### config.mk
export PLATFORM = sky130hd
export DESIGN_NAME = w6debug_link_flat
export DESIGN_NICKNAME = d
export VERILOG_FILES = /design/src/rtl/w6debug_link_if.sv /design/src/rtl/w6debug_link.sv /design/src/flat_wrapper.sv
export SDC_FILE = /design/constraint.sdc
export NUM_CORES = 1
export LEC_CHECK = 0
export CELL_PAD_IN_SITES_DETAIL_PLACEMENT = 1
export CELL_PAD_IN_SITES_GLOBAL_PLACEMENT = 2
export CORE_MARGIN = 2
export CORE_UTILIZATION = 47
export CTS_BUF_LIST = sky130_fd_sc_hd__clkbuf_8 sky130_fd_sc_hd__clkbuf_16
export DETAILED_ROUTE_END_ITERATION = 16
export GPL_TIMING_DRIVEN = 1
export PLACE_DENSITY_LB_ADDON = 0.1
export RECOVER_POWER = 25
export SYNTH_ARGS = -nofsm -noshare
export SYNTH_HDL_FRONTEND = slang
export SYNTH_SLANG_ARGS = --single-unit
### constraint.sdc
create_clock -name clk -period 3 [get_ports clk]
set_input_delay 0.75 -clock clk [delete_from_list [all_inputs] [get_ports clk]]
set_output_delay 0.75 -clock clk [all_outputs]
set_load 0.1 [all_outputs]
### src/rtl/w6debug_link_if.sv
// w6debug_link_if: signal bundle between the serial debug link, the host-side
// debug header pins and the on-chip debug controller.
//   io_*        host serial side (io_clk/io_dir/io_in from host, io_cts/io_rts/io_out to host)
//   rx_*        core receive side, ready/valid, first-word fall-through
//   tx_*        core transmit side, ready/valid
//   rx_overrun, rx_parity_err, err_clr   sticky error flags and their clear
// Modports: slave = the link block, master = whoever drives host pins and core side.
interface w6debug_link_if #(
    parameter int WIDTH = 8
);
    logic             io_clk;
    logic             io_dir;
    logic             io_in;
    logic             io_cts;
    logic             io_rts;
    logic             io_out;
    logic [WIDTH-1:0] rx_data;
    logic             rx_valid;
    logic             rx_ready;
    logic [WIDTH-1:0] tx_data;
    logic             tx_valid;
    logic             tx_ready;
    logic             rx_overrun;
    logic             rx_parity_err;
    logic             err_clr;

    modport slave (
        input  io_clk, io_dir, io_in, rx_ready, tx_data, tx_valid, err_clr,
        output io_cts, io_rts, io_out, rx_data, rx_valid, tx_ready,
               rx_overrun, rx_parity_err
    );

    modport master (
        output io_clk, io_dir, io_in, rx_ready, tx_data, tx_valid, err_clr,
        input  io_cts, io_rts, io_out, rx_data, rx_valid, tx_ready,
               rx_overrun, rx_parity_err
    );
endinterface

### src/rtl/w6debug_link.sv
// w6debug_link: host-clocked serial debug link with word FIFOs in both directions.
// The host drives io_clk/io_dir/io_in; io_clk is resynchronised and debounced and
// its debounced rising edge is the bit event. Words are shifted MSB-first.
// Ports:
//   clk, rst_n   system clock, asynchronous active-low reset
//   bus          w6debug_link_if.slave (host pins, core ready/valid, error flags)
// Parameters: WIDTH (word bits), RX_DEPTH / TX_DEPTH (FIFO words, power of 2),
//   DEB_CYCLES (differing samples needed to toggle the debounced io_clk).
//   WIDTH must match the WIDTH of the connected interface instance.
// Optional feature macro: W6DEBUG_PARITY_EN -- appends an even-parity bit to every
//   word on the wire; without it rx_parity_err is tied 0.
module w6debug_link #(
    parameter int WIDTH      = 8,
    parameter int RX_DEPTH   = 4,
    parameter int TX_DEPTH   = 4,
    parameter int DEB_CYCLES = 15
) (
    input  logic          clk,
    input  logic          rst_n,
    w6debug_link_if.slave bus
);
`ifdef W6DEBUG_PARITY_EN
    localparam int PAR = 1;
`else
    localparam int PAR = 0;
`endif
    localparam int BITS  = WIDTH + PAR;          // bits per word on the wire
    localparam int CNT_W = $clog2(BITS + 1);
    localparam int DEB_W = $clog2(DEB_CYCLES + 1);
    localparam int RX_AW = $clog2(RX_DEPTH);
    localparam int TX_AW = $clog2(TX_DEPTH);
    localparam int RX_PW = RX_AW + 1;            // extra wrap bit
    localparam int TX_PW = TX_AW + 1;

    // ---------------- input synchronisers ----------------
    logic [1:0] clk_sy, dir_sy, in_sy;

    always_ff @(posedge clk or negedge rst_n) begin
        if (!rst_n) begin
            clk_sy <= '0;
            dir_sy <= '0;
            in_sy  <= '0;
        end else begin
            clk_sy <= {clk_sy[0], bus.io_clk};
            dir_sy <= {dir_sy[0], bus.io_dir};
            in_sy  <= {in_sy[0],  bus.io_in};
        end
    end

    // ---------------- debounce ----------------
    logic             deb_clk;
    logic [DEB_W-1:0] deb_cnt;
    logic             deb_hit;
    logic             bit_evt;

    // deb_hit marks the DEB_CYCLES-th consecutive differing sample
    assign deb_hit = (clk_sy[1] != deb_clk) && (deb_cnt == DEB_W'(DEB_CYCLES - 1));

    always_ff @(posedge clk or negedge rst_n) begin
        if (!rst_n) begin
            deb_clk <= 1'b0;
            deb_cnt <= '0;
            bit_evt <= 1'b0;
        end else begin
            bit_evt <= deb_hit & ~deb_clk;   // only the 0->1 toggle is a bit event
            if (clk_sy[1] == deb_clk) begin
                deb_cnt <= '0;
            end else if (deb_hit) begin
                deb_clk <= ~deb_clk;
                deb_cnt <= '0;
            end else begin
                deb_cnt <= deb_cnt + DEB_W'(1);
            end
        end
    end

    // dir/in were stable for the whole debounce window, so the synced copies
    // are valid in the event cycle
    logic rx_ev, tx_ev;
    assign rx_ev = bit_evt &  dir_sy[1];
    assign tx_ev = bit_evt & ~dir_sy[1];

    // ---------------- RX shifter ----------------
    logic [BITS-1:0]  rx_shift;
    logic [BITS-1:0]  rx_frame;
    logic [CNT_W-1:0] rx_cnt;
    logic             rx_last, par_ok, rx_done, perr_set;
    logic [WIDTH-1:0] rx_word;

    assign rx_frame = {rx_shift[BITS-2:0], in_sy[1]};
    assign rx_last  = rx_ev && (rx_cnt == CNT_W'(BITS - 1));
    assign rx_word  = rx_frame[BITS-1 -: WIDTH];
`ifdef W6DEBUG_PARITY_EN
    assign par_ok   = ~(^rx_frame);          // even parity over data + parity bit
`else
    assign par_ok   = 1'b1;
`endif
    assign rx_done  = rx_last & par_ok;
    assign perr_set = rx_last & ~par_ok;

    always_ff @(posedge clk or negedge rst_n) begin
        if (!rst_n) begin
            rx_shift <= '0;
            rx_cnt   <= '0;
        end else if (rx_ev) begin
            rx_shift <= rx_frame;
            rx_cnt   <= rx_last ? '0 : rx_cnt + CNT_W'(1);
        end else if (tx_ev && rx_cnt != '0) begin
            rx_cnt   <= '0;                  // direction switch drops partial RX word
        end
    end

    // ---------------- RX FIFO ----------------
    logic [WIDTH-1:0] rx_mem [RX_DEPTH];
    logic [RX_PW-1:0] rx_wp, rx_rp;
    logic             rx_empty, rx_full, rx_pop, rx_push, rx_drop;

    assign rx_empty = (rx_wp == rx_rp);
    assign rx_full  = (rx_wp[RX_AW] != rx_rp[RX_AW]) &&
                      (rx_wp[RX_AW-1:0] == rx_rp[RX_AW-1:0]);
    assign rx_pop   = !rx_empty && bus.rx_ready;
    // a pop in the same cycle frees the head slot, so a full FIFO still accepts
    assign rx_push  = rx_done && (!rx_full || rx_pop);
    assign rx_drop  = rx_done && rx_full && !rx_pop;

    always_ff @(posedge clk) begin
        if (rx_push) rx_mem[rx_wp[RX_AW-1:0]] <= rx_word;
    end

    always_ff @(posedge clk or negedge rst_n) begin
        if (!rst_n) begin
            rx_wp <= '0;
            rx_rp <= '0;
        end else begin
            if (rx_push) rx_wp <= rx_wp + RX_PW'(1);
            if (rx_pop)  rx_rp <= rx_rp + RX_PW'(1);
        end
    end

    assign bus.rx_data  = rx_mem[rx_rp[RX_AW-1:0]];
    assign bus.rx_valid = !rx_empty;

    // ---------------- TX FIFO ----------------
    logic [WIDTH-1:0] tx_mem [TX_DEPTH];
    logic [TX_PW-1:0] tx_wp, tx_rp;
    logic             tx_empty, tx_full, tx_push, tx_pop, tx_loaded;
    logic [WIDTH-1:0] tx_head;
    logic [BITS-1:0]  tx_load;

    assign tx_empty = (tx_wp == tx_rp);
    assign tx_full  = (tx_wp[TX_AW] != tx_rp[TX_AW]) &&
                      (tx_wp[TX_AW-1:0] == tx_rp[TX_AW-1:0]);
    assign tx_push  = bus.tx_valid && !tx_full;
    assign tx_pop   = !tx_loaded && !tx_empty;   // refill shifter as soon as it drains
    assign tx_head  = tx_mem[tx_rp[TX_AW-1:0]];
`ifdef W6DEBUG_PARITY_EN
    assign tx_load  = {tx_head, ^tx_head};
`else
    assign tx_load  = tx_head;
`endif

    always_ff @(posedge clk) begin
        if (tx_push) tx_mem[tx_wp[TX_AW-1:0]] <= bus.tx_data;
    end

    always_ff @(posedge clk or negedge rst_n) begin
        if (!rst_n) begin
            tx_wp <= '0;
            tx_rp <= '0;
        end else begin
            if (tx_push) tx_wp <= tx_wp + TX_PW'(1);
            if (tx_pop)  tx_rp <= tx_rp + TX_PW'(1);
        end
    end

    assign bus.tx_ready = !tx_full;

    // ---------------- TX shifter ----------------
    logic [BITS-1:0]  tx_shift;
    logic [CNT_W-1:0] tx_cnt;
    logic             io_out_q;

    assign tx_loaded = (tx_cnt != '0);

    always_ff @(posedge clk or negedge rst_n) begin
        if (!rst_n) begin
            tx_shift <= '0;
            tx_cnt   <= '0;
            io_out_q <= 1'b0;
        end else begin
            // tx_pop needs an empty shifter, so it never coincides with a shift
            if (tx_pop) begin
                tx_shift <= tx_load;
                tx_cnt   <= CNT_W'(BITS);
            end else if (tx_ev && tx_loaded) begin
                tx_shift <= {tx_shift[BITS-2:0], 1'b0};
                tx_cnt   <= tx_cnt - CNT_W'(1);
            end
            if (tx_ev) io_out_q <= tx_loaded ? tx_shift[BITS-1] : 1'b0;
        end
    end

    assign bus.io_out = io_out_q;

    // ---------------- flow control ----------------
    logic cts_q, rts_q;

    always_ff @(posedge clk or negedge rst_n) begin
        if (!rst_n) begin
            cts_q <= 1'b1;
            rts_q <= 1'b0;
        end else begin
            cts_q <= !rx_full;
            rts_q <= tx_loaded | !tx_empty;
        end
    end

    assign bus.io_cts = cts_q;
    assign bus.io_rts = rts_q;

    // ---------------- sticky error flags (set beats clear) ----------------
    logic ovr_q;

    always_ff @(posedge clk or negedge rst_n) begin
        if (!rst_n)           ovr_q <= 1'b0;
        else if (rx_drop)     ovr_q <= 1'b1;
        else if (bus.err_clr) ovr_q <= 1'b0;
    end

    assign bus.rx_overrun = ovr_q;

`ifdef W6DEBUG_PARITY_EN
    logic perr_q;

    always_ff @(posedge clk or negedge rst_n) begin
        if (!rst_n)           perr_q <= 1'b0;
        else if (perr_set)    perr_q <= 1'b1;
        else if (bus.err_clr) perr_q <= 1'b0;
    end

    assign bus.rx_parity_err = perr_q;
`else
    assign bus.rx_parity_err = 1'b0;
`endif
endmodule

### src/flat_wrapper.sv
// flat-port wrapper written by rule: the top's interface ports become plain ports
module w6debug_link_flat 
#(
    parameter int WIDTH      = 8,
    parameter int RX_DEPTH   = 4,
    parameter int TX_DEPTH   = 4,
    parameter int DEB_CYCLES = 15
)
  (clk, rst_n, bus_io_clk, bus_io_dir, bus_io_in, bus_rx_ready, bus_tx_data, bus_tx_valid, bus_err_clr, bus_io_cts, bus_io_rts, bus_io_out, bus_rx_data, bus_rx_valid, bus_tx_ready, bus_rx_overrun, bus_rx_parity_err);
  w6debug_link_if #(.WIDTH(WIDTH)) bus_i ();
  input  logic clk;
  input  logic rst_n;
  input wire logic [$bits(bus_i.io_clk)-1:0] bus_io_clk;
  input wire logic [$bits(bus_i.io_dir)-1:0] bus_io_dir;
  input wire logic [$bits(bus_i.io_in)-1:0] bus_io_in;
  input wire logic [$bits(bus_i.rx_ready)-1:0] bus_rx_ready;
  input wire logic [$bits(bus_i.tx_data)-1:0] bus_tx_data;
  input wire logic [$bits(bus_i.tx_valid)-1:0] bus_tx_valid;
  input wire logic [$bits(bus_i.err_clr)-1:0] bus_err_clr;
  output wire logic [$bits(bus_i.io_cts)-1:0] bus_io_cts;
  output wire logic [$bits(bus_i.io_rts)-1:0] bus_io_rts;
  output wire logic [$bits(bus_i.io_out)-1:0] bus_io_out;
  output wire logic [$bits(bus_i.rx_data)-1:0] bus_rx_data;
  output wire logic [$bits(bus_i.rx_valid)-1:0] bus_rx_valid;
  output wire logic [$bits(bus_i.tx_ready)-1:0] bus_tx_ready;
  output wire logic [$bits(bus_i.rx_overrun)-1:0] bus_rx_overrun;
  output wire logic [$bits(bus_i.rx_parity_err)-1:0] bus_rx_parity_err;
  assign bus_i.io_clk = bus_io_clk;
  assign bus_i.io_dir = bus_io_dir;
  assign bus_i.io_in = bus_io_in;
  assign bus_i.rx_ready = bus_rx_ready;
  assign bus_i.tx_data = bus_tx_data;
  assign bus_i.tx_valid = bus_tx_valid;
  assign bus_i.err_clr = bus_err_clr;
  assign bus_io_cts = bus_i.io_cts;
  assign bus_io_rts = bus_i.io_rts;
  assign bus_io_out = bus_i.io_out;
  assign bus_rx_data = bus_i.rx_data;
  assign bus_rx_valid = bus_i.rx_valid;
  assign bus_tx_ready = bus_i.tx_ready;
  assign bus_rx_overrun = bus_i.rx_overrun;
  assign bus_rx_parity_err = bus_i.rx_parity_err;
  w6debug_link #(.WIDTH(WIDTH), .RX_DEPTH(RX_DEPTH), .TX_DEPTH(TX_DEPTH), .DEB_CYCLES(DEB_CYCLES)) u_core (.clk(clk), .rst_n(rst_n), .bus(bus_i));
endmodule
* After elaboration in Yosys (flattened, before gate mapping)
Memory sizes are Yosys's and may differ from the RTL's.
Cells that the tools add are included.
** Word-level totals
- Bits in registers :: 51
- RAM bits :: 64
- Word-level logic and storage cells :: 85
- Memories :: 2
** Memory list
- u_core.rx_mem :: words 4, bits a word 8, rd ports 1, clocked after memory_dff 0, wr ports 1, RTL line w6debug_link.sv:114 : logic [WIDTH-1:0] rx_mem [RX_DEPTH];
- u_core.tx_mem :: words 4, bits a word 8, rd ports 1, clocked after memory_dff 0, wr ports 1, RTL line w6debug_link.sv:144 : logic [WIDTH-1:0] tx_mem [TX_DEPTH];
** Cells by class
- $add $sub $neg :: 7
- Eq/ne operators :: 10
- Multiplexer cells :: 16
- Bitwise logic cells :: 7
- Reductions and logical operators :: 25
** Operator list (count)
- 4-bit two-way mux :: 7
- 8-bit two-way mux :: 2
- 3-bit by 1-bit adder with 3-bit output, second input constant :: 4
- 1-bit logical AND :: 12
- 4-bit by 1-bit adder with 4-bit output, second input constant :: 2
- 4-bit nonzero test :: 2
- 1-bit two-way mux :: 7
- 3-bit == test :: 2
- 1-bit zero test :: 6
- 2-bit nonzero test :: 3
- 2-bit == test :: 2
- 4-bit by 3-bit == test with 1-bit output, second input constant :: 1
- 4-bit == test, second input constant :: 1
- 4-bit by 1-bit subtractor with 4-bit output, second input constant :: 1
- 1-bit AND :: 3
- 1-bit inequality test :: 3
- 1-bit NOT :: 3
- 2-bit AND reduction :: 1
- 1-bit == test :: 1
- 1-bit logical OR :: 1
- 1-bit bitwise OR :: 1

* Logic depth before layout (Yosys ltp)
- Depth in word-level cells :: 7
- Depth in mapped cells :: 7

* Least setup slack after synthesis
No wires, ideal clock.
- Path kind :: reg-to-reg
- Start point :: register u_core.rx_rp[0]
- End point :: register u_core.rx_rp[1]
- Arrival time :: 2227 ps
- Data required time :: 2875 ps
- Setup slack :: 649 ps
- Stages on the path, launching flop included :: 6
- Clock period less this slack :: 2351 ps
- Cells stage by stage :: dfrtp_1 > buf_6 > xnor2_2 > nand3_1 > nand2_1 > mux2_2
** On the way
- Longest elaborated chain between the ends :: 3
** RTL lines
- from (decl) :: RTL line w6debug_link.sv:115 : logic [RX_PW-1:0] rx_wp, rx_rp;
- from (signal assigned) :: RTL line w6debug_link.sv:136 : if (rx_pop) rx_rp <= rx_rp + RX_PW'(1);
- 3-bit == test :: RTL line w6debug_link.sv:118 : assign rx_empty = (rx_wp == rx_rp);
- 1-bit zero test
- net bus_rx_valid :: RTL line flat_wrapper.sv:24 : output wire logic [$bits(bus_i.rx_valid)-1:0] bus_rx_valid;
- 1-bit logical AND :: RTL line w6debug_link.sv:121 : assign rx_pop = !rx_empty && bus.rx_ready;
The timed path passes the listed nets, and every way through them passes these cells.
A chain may end at the register's enable or synchronous reset.

* Worst setup path after layout
- Start point :: register u_core.rx_rp[0]
- End point :: output bus_rx_data[1]
** On the way
- Longest elaborated chain between the ends :: 1
** RTL lines
- memory 4 x 8 bit
- to (decl) :: RTL line flat_wrapper.sv:23 : output wire logic [$bits(bus_i.rx_data)-1:0] bus_rx_data;
Every way passes these cells.

==> reports/summary.txt <==
=======================================================================================
Type of origin of the critical path ......................................    flip-flop
Core Rows ................................................................           36
Overall via count from detail_route ......................................         2437
Worst hold path depth ....................................................            0
Post-synth top area share ................................................        40.1%
Worst Path Required ......................................................      2250 ps
Worst reg2reg path endpoint .............................................. u_core.rx_mem[2][5]$_DFFE_PP_
Overall fraction of global-route tracks in use ...........................        16.2%
Die Span Y ...............................................................       105 um
Global-route congestion overflow total ...................................            0
Worst hold path startpoint ............................................... u_core.dir_sy[0]$_DFF_PN0_
Max-slew headroom ........................................................       -33.1%
Setup TNS ................................................................         0 ps
CTS max path bufs ........................................................            2
Number of enable-type register cells in the synthesized netlist ..........           64
Kind of end point of the critical path ...................................  output port
Antenna violations before repair .........................................            0
Core outline area ........................................................  0.00982 mm2
Per-cell routed wire length ..............................................      17.1 um
Sequence of cells on the critical path ................................... mux4_1, buf_4
Total power density per cell area ........................................   846 mW/mm2
Most common library cell in the layout ignoring fill and taps ............     edfxtp_1
Fraction of the cycle the final worst path needs .........................        95.6%
Failing checks ........................................................... max-capacitance violations, max-slew violations
Number of cells produced by synthesis ....................................          279
Maximum number of pins on one net before global-route repair .............           37
Unrepaired setup endpoints after global routing ..........................        false
Kind of path behind the tightest hold check ..............................   reg -> reg
Total CTS buffers ........................................................           17
Post-Route WL ............................................................      8.01 mm
Initial Utilization ......................................................        48.8%
Cell type contributing the most total cell area after synthesis ..........     edfxtp_1
Total of buffers placed on input and output ports ........................           29
Clock tree skew after final layout .......................................      6.64 ps
Fin worst setup slack ....................................................       133 ps
Number of cells on the worst reg-to-reg path .............................            5
Buffers inserted during post-CTS setup optimization ......................            0
Antenna viol nets, final .................................................            0
Hold violation total from the final report ...............................            0
Share of cells above drive strength 1 ....................................        24.7%
Avg Synthesized Cell Area ................................................     17.2 um2
Post-synthesis to final-layout area growth ...............................        20.7%
Cell with the largest stage delay on the worst path ......................      dfrtp_1
Routability congestion estimate ..........................................        0.742
N_diodes .................................................................            0
Worst Path Max Fanout ....................................................           11
Final Critical Period ....................................................      2870 ps
Global-route wire length before repair ...................................      13.3 mm
Number of filler cells placed in the layout ..............................          915
Portion of the post-synthesis area used by sequential elements ...........        66.8%
Post-Synthesis Cell Area .................................................  0.00479 mm2
Hold buffers post-CTS ....................................................            0
HPWL after DPL ...........................................................      5.28 mm
Horiz. Die Dim ...........................................................       105 um
Synthesis Warnings .......................................................            0
Result of the run ........................................................ finished, violations left
Area contributors post-synth ............................................. edfxtp_1, dfrtp_1, mux4_1
Per-cell via count in the routed design ..................................         5.20
Endpoints failing setup ..................................................            0
Syn nets .................................................................          311
Crit-path max cell delay .................................................       690 ps
Setup slack, reg-to-reg ..................................................       970 ps
Final nets ...............................................................          355
Classification of the worst setup path ...................................   reg -> out
# placed instances .......................................................          437
Commonest cells after routing, fill and taps aside ....................... edfxtp_1, dfrtp_1, buf_4
Boundary Pins ............................................................           31
Number of clock sinks ....................................................          115
Post-route insts no fill .................................................          469
CTS tree .................................................................          yes
Max VDD drop .............................................................       752 uV
Reg2Reg Launch Point ..................................................... u_core.rx_cnt[0]$_DFFE_PN0P_
Post-cts gate resize count ...............................................            0
Endpoint, Worst Hold ..................................................... u_core.dir_sy[1]$_DFF_PN0_
Clock Latency Late Sink ..................................................       510 ps
Worst Max-Slew Pin Slew ..................................................      2000 ps
Static leakage power .....................................................      2.30 nW
Multi-input gate area in the final layout ................................  0.00147 mm2
Number of storage elements in the synthesis netlist ......................          115
H-tree levels ............................................................            4
DRC viols ................................................................            0
Unique cell type count in the Yosys netlist ..............................           47
Final design utilization .................................................        58.9%
Commonest register cell after synthesis ..................................     edfxtp_1
Post-synth ARST share ....................................................        44.3%
Number of violations reported at the end of detailed-routing iteration 0 .           76
Maximum capacitance violations ...........................................            1
Die area .................................................................   0.0110 mm2
CTS clock-pin slew for the worst setup and hold paths ....................        60 ps
Worst EP arrival .........................................................      2120 ps
Number of pins with negative max-slew slack in the final report ..........           37
Reg area .................................................................  0.00320 mm2
Root Buffer ..............................................................     clkbuf_8
Maximum achievable frequency .............................................      349 MHz
Place WS .................................................................       559 ps
Via count of the first global-routing pass ...............................         2624
First-pass detailed-route iteration total ................................            4
=======================================================================================
==> routing by layer <==
metal | GRT usage, % | wire length (um)
met1 | 19.1 | 3410
met2 | 27.6 | 4220
met3 | 4.80 | 267
met4 | 7.43 | 110
met5 | 0 | 0
==> final cells by class <==
cell class / count / area share [%]
clock buffers: 17 / 7.16
repair buffers: 33 / 4.83
flip-flops and latches: 115 / 55.3
multi-input cells: 140 / 25.4
inverters: 16 / 1.04
well taps: 133 / 2.88
clock inverters: 15 / 3.38
==> cells by family after synthesis <==
logic type      after synthesis  synth area share (%)
compound gates               23                  4.20
xor+xnor                     18                  3.92
fa+ha+maj                    16                  4.18
buf+inv                      24                  2.61
flops                       115                  66.8
mux                          28                  11.3
other cells                   1                0.0783
simple gates                 54                  6.95
==> power breakdown <==
| group | internal (mW) | switching (mW) | leakage (nW) |
|---|---|---|---|
| Combinational | 0.371 | 0.444 | 0.764 |
| Sequential | 1.88 | 0.137 | 1.24 |
| Clock | 1.29 | 0.763 | 0.293 |
| Total | 3.54 | 1.34 | 2.30 |
==> cell usage after synthesis (2+ instances only) <==
| master | number |
|---|---|
| edfxtp_1 | 64 |
| dfrtp_1 | 50 |
| ha_1 | 16 |
| inv_1 | 16 |
| mux4_1 | 10 |
| nand2_1 | 10 |
| xnor2_1 | 10 |
| mux2_2 | 9 |
| nand3_1 | 8 |
| nor2_1 | 7 |
| or3_1 | 7 |
| mux4_2 | 6 |
| o21ai_0 | 5 |
| and2_1 | 4 |
| and3_1 | 4 |
| o221a_2 | 4 |
| xnor2_2 | 4 |
| xor2_1 | 4 |
| buf_4 | 3 |
| buf_6 | 3 |
| o221a_1 | 3 |
| mux2_4 | 2 |
| nand3b_1 | 2 |
| nor3b_1 | 2 |
| o31ai_1 | 2 |
| o32ai_1 | 2 |
| o41ai_1 | 2 |
==> worst max path at each step <==
stage	start	end	slack (ps)	cells after the start
3_5_place_dp	bus_rx_ready	u_core.rx_mem[2][1]$_DFFE_PP_	560	4
3_3_place_gp	bus_rx_ready	u_core.rx_mem[2][1]$_DFFE_PP_	590	4
6_report	u_core.rx_rp[0]$_DFFE_PN0P_	bus_rx_data[1]	130	2
2_1_floorplan	u_core.rx_rp[0]$_DFFE_PN0P_	u_core.rx_rp[1]$_DFFE_PN0P_	650	5
5_1_grt	u_core.rx_rp[0]$_DFFE_PN0P_	bus_rx_data[1]	20	2
4_1_cts	u_core.rx_rp[0]$_DFFE_PN0P_	bus_rx_data[1]	60	2
==> state kept, by name, indices dropped and copies added (netlist names) <==
register,count
u_core.bit_evt,1
u_core.bus.io_cts,1
u_core.bus.io_out,1
u_core.bus.io_rts,1
u_core.bus.rx_overrun,1
u_core.clk_sy,2
u_core.deb_clk,1
u_core.deb_cnt,4
u_core.dir_sy,2
u_core.in_sy,2
u_core.rx_cnt,4
u_core.rx_mem,32
u_core.rx_rp,3
u_core.rx_shift,7
u_core.rx_wp,3
u_core.tx_cnt,4
u_core.tx_mem,32
u_core.tx_rp,3
u_core.tx_shift,8
u_core.tx_wp,3
==> worst max-delay path: cells and delay by family (launching register included) <==
kind	cells	cell delay [ps]
buffers and inverters	1	260
multiplexers	1	660
flip-flops	1	690
==> per-stage QoR <==
step	power [mW]	instance area (um2)	hold WS, ps
3_3_place_gp	2.84	5170	335
4_1_cts	4.97	5780	343
3_5_place_dp	2.87	5170	339
6_report	4.89	5780	352
5_1_grt	5.11	5780	355
2_1_floorplan	2.66	4790	331
No activity file was read; power rests on OpenSTA's default activity.
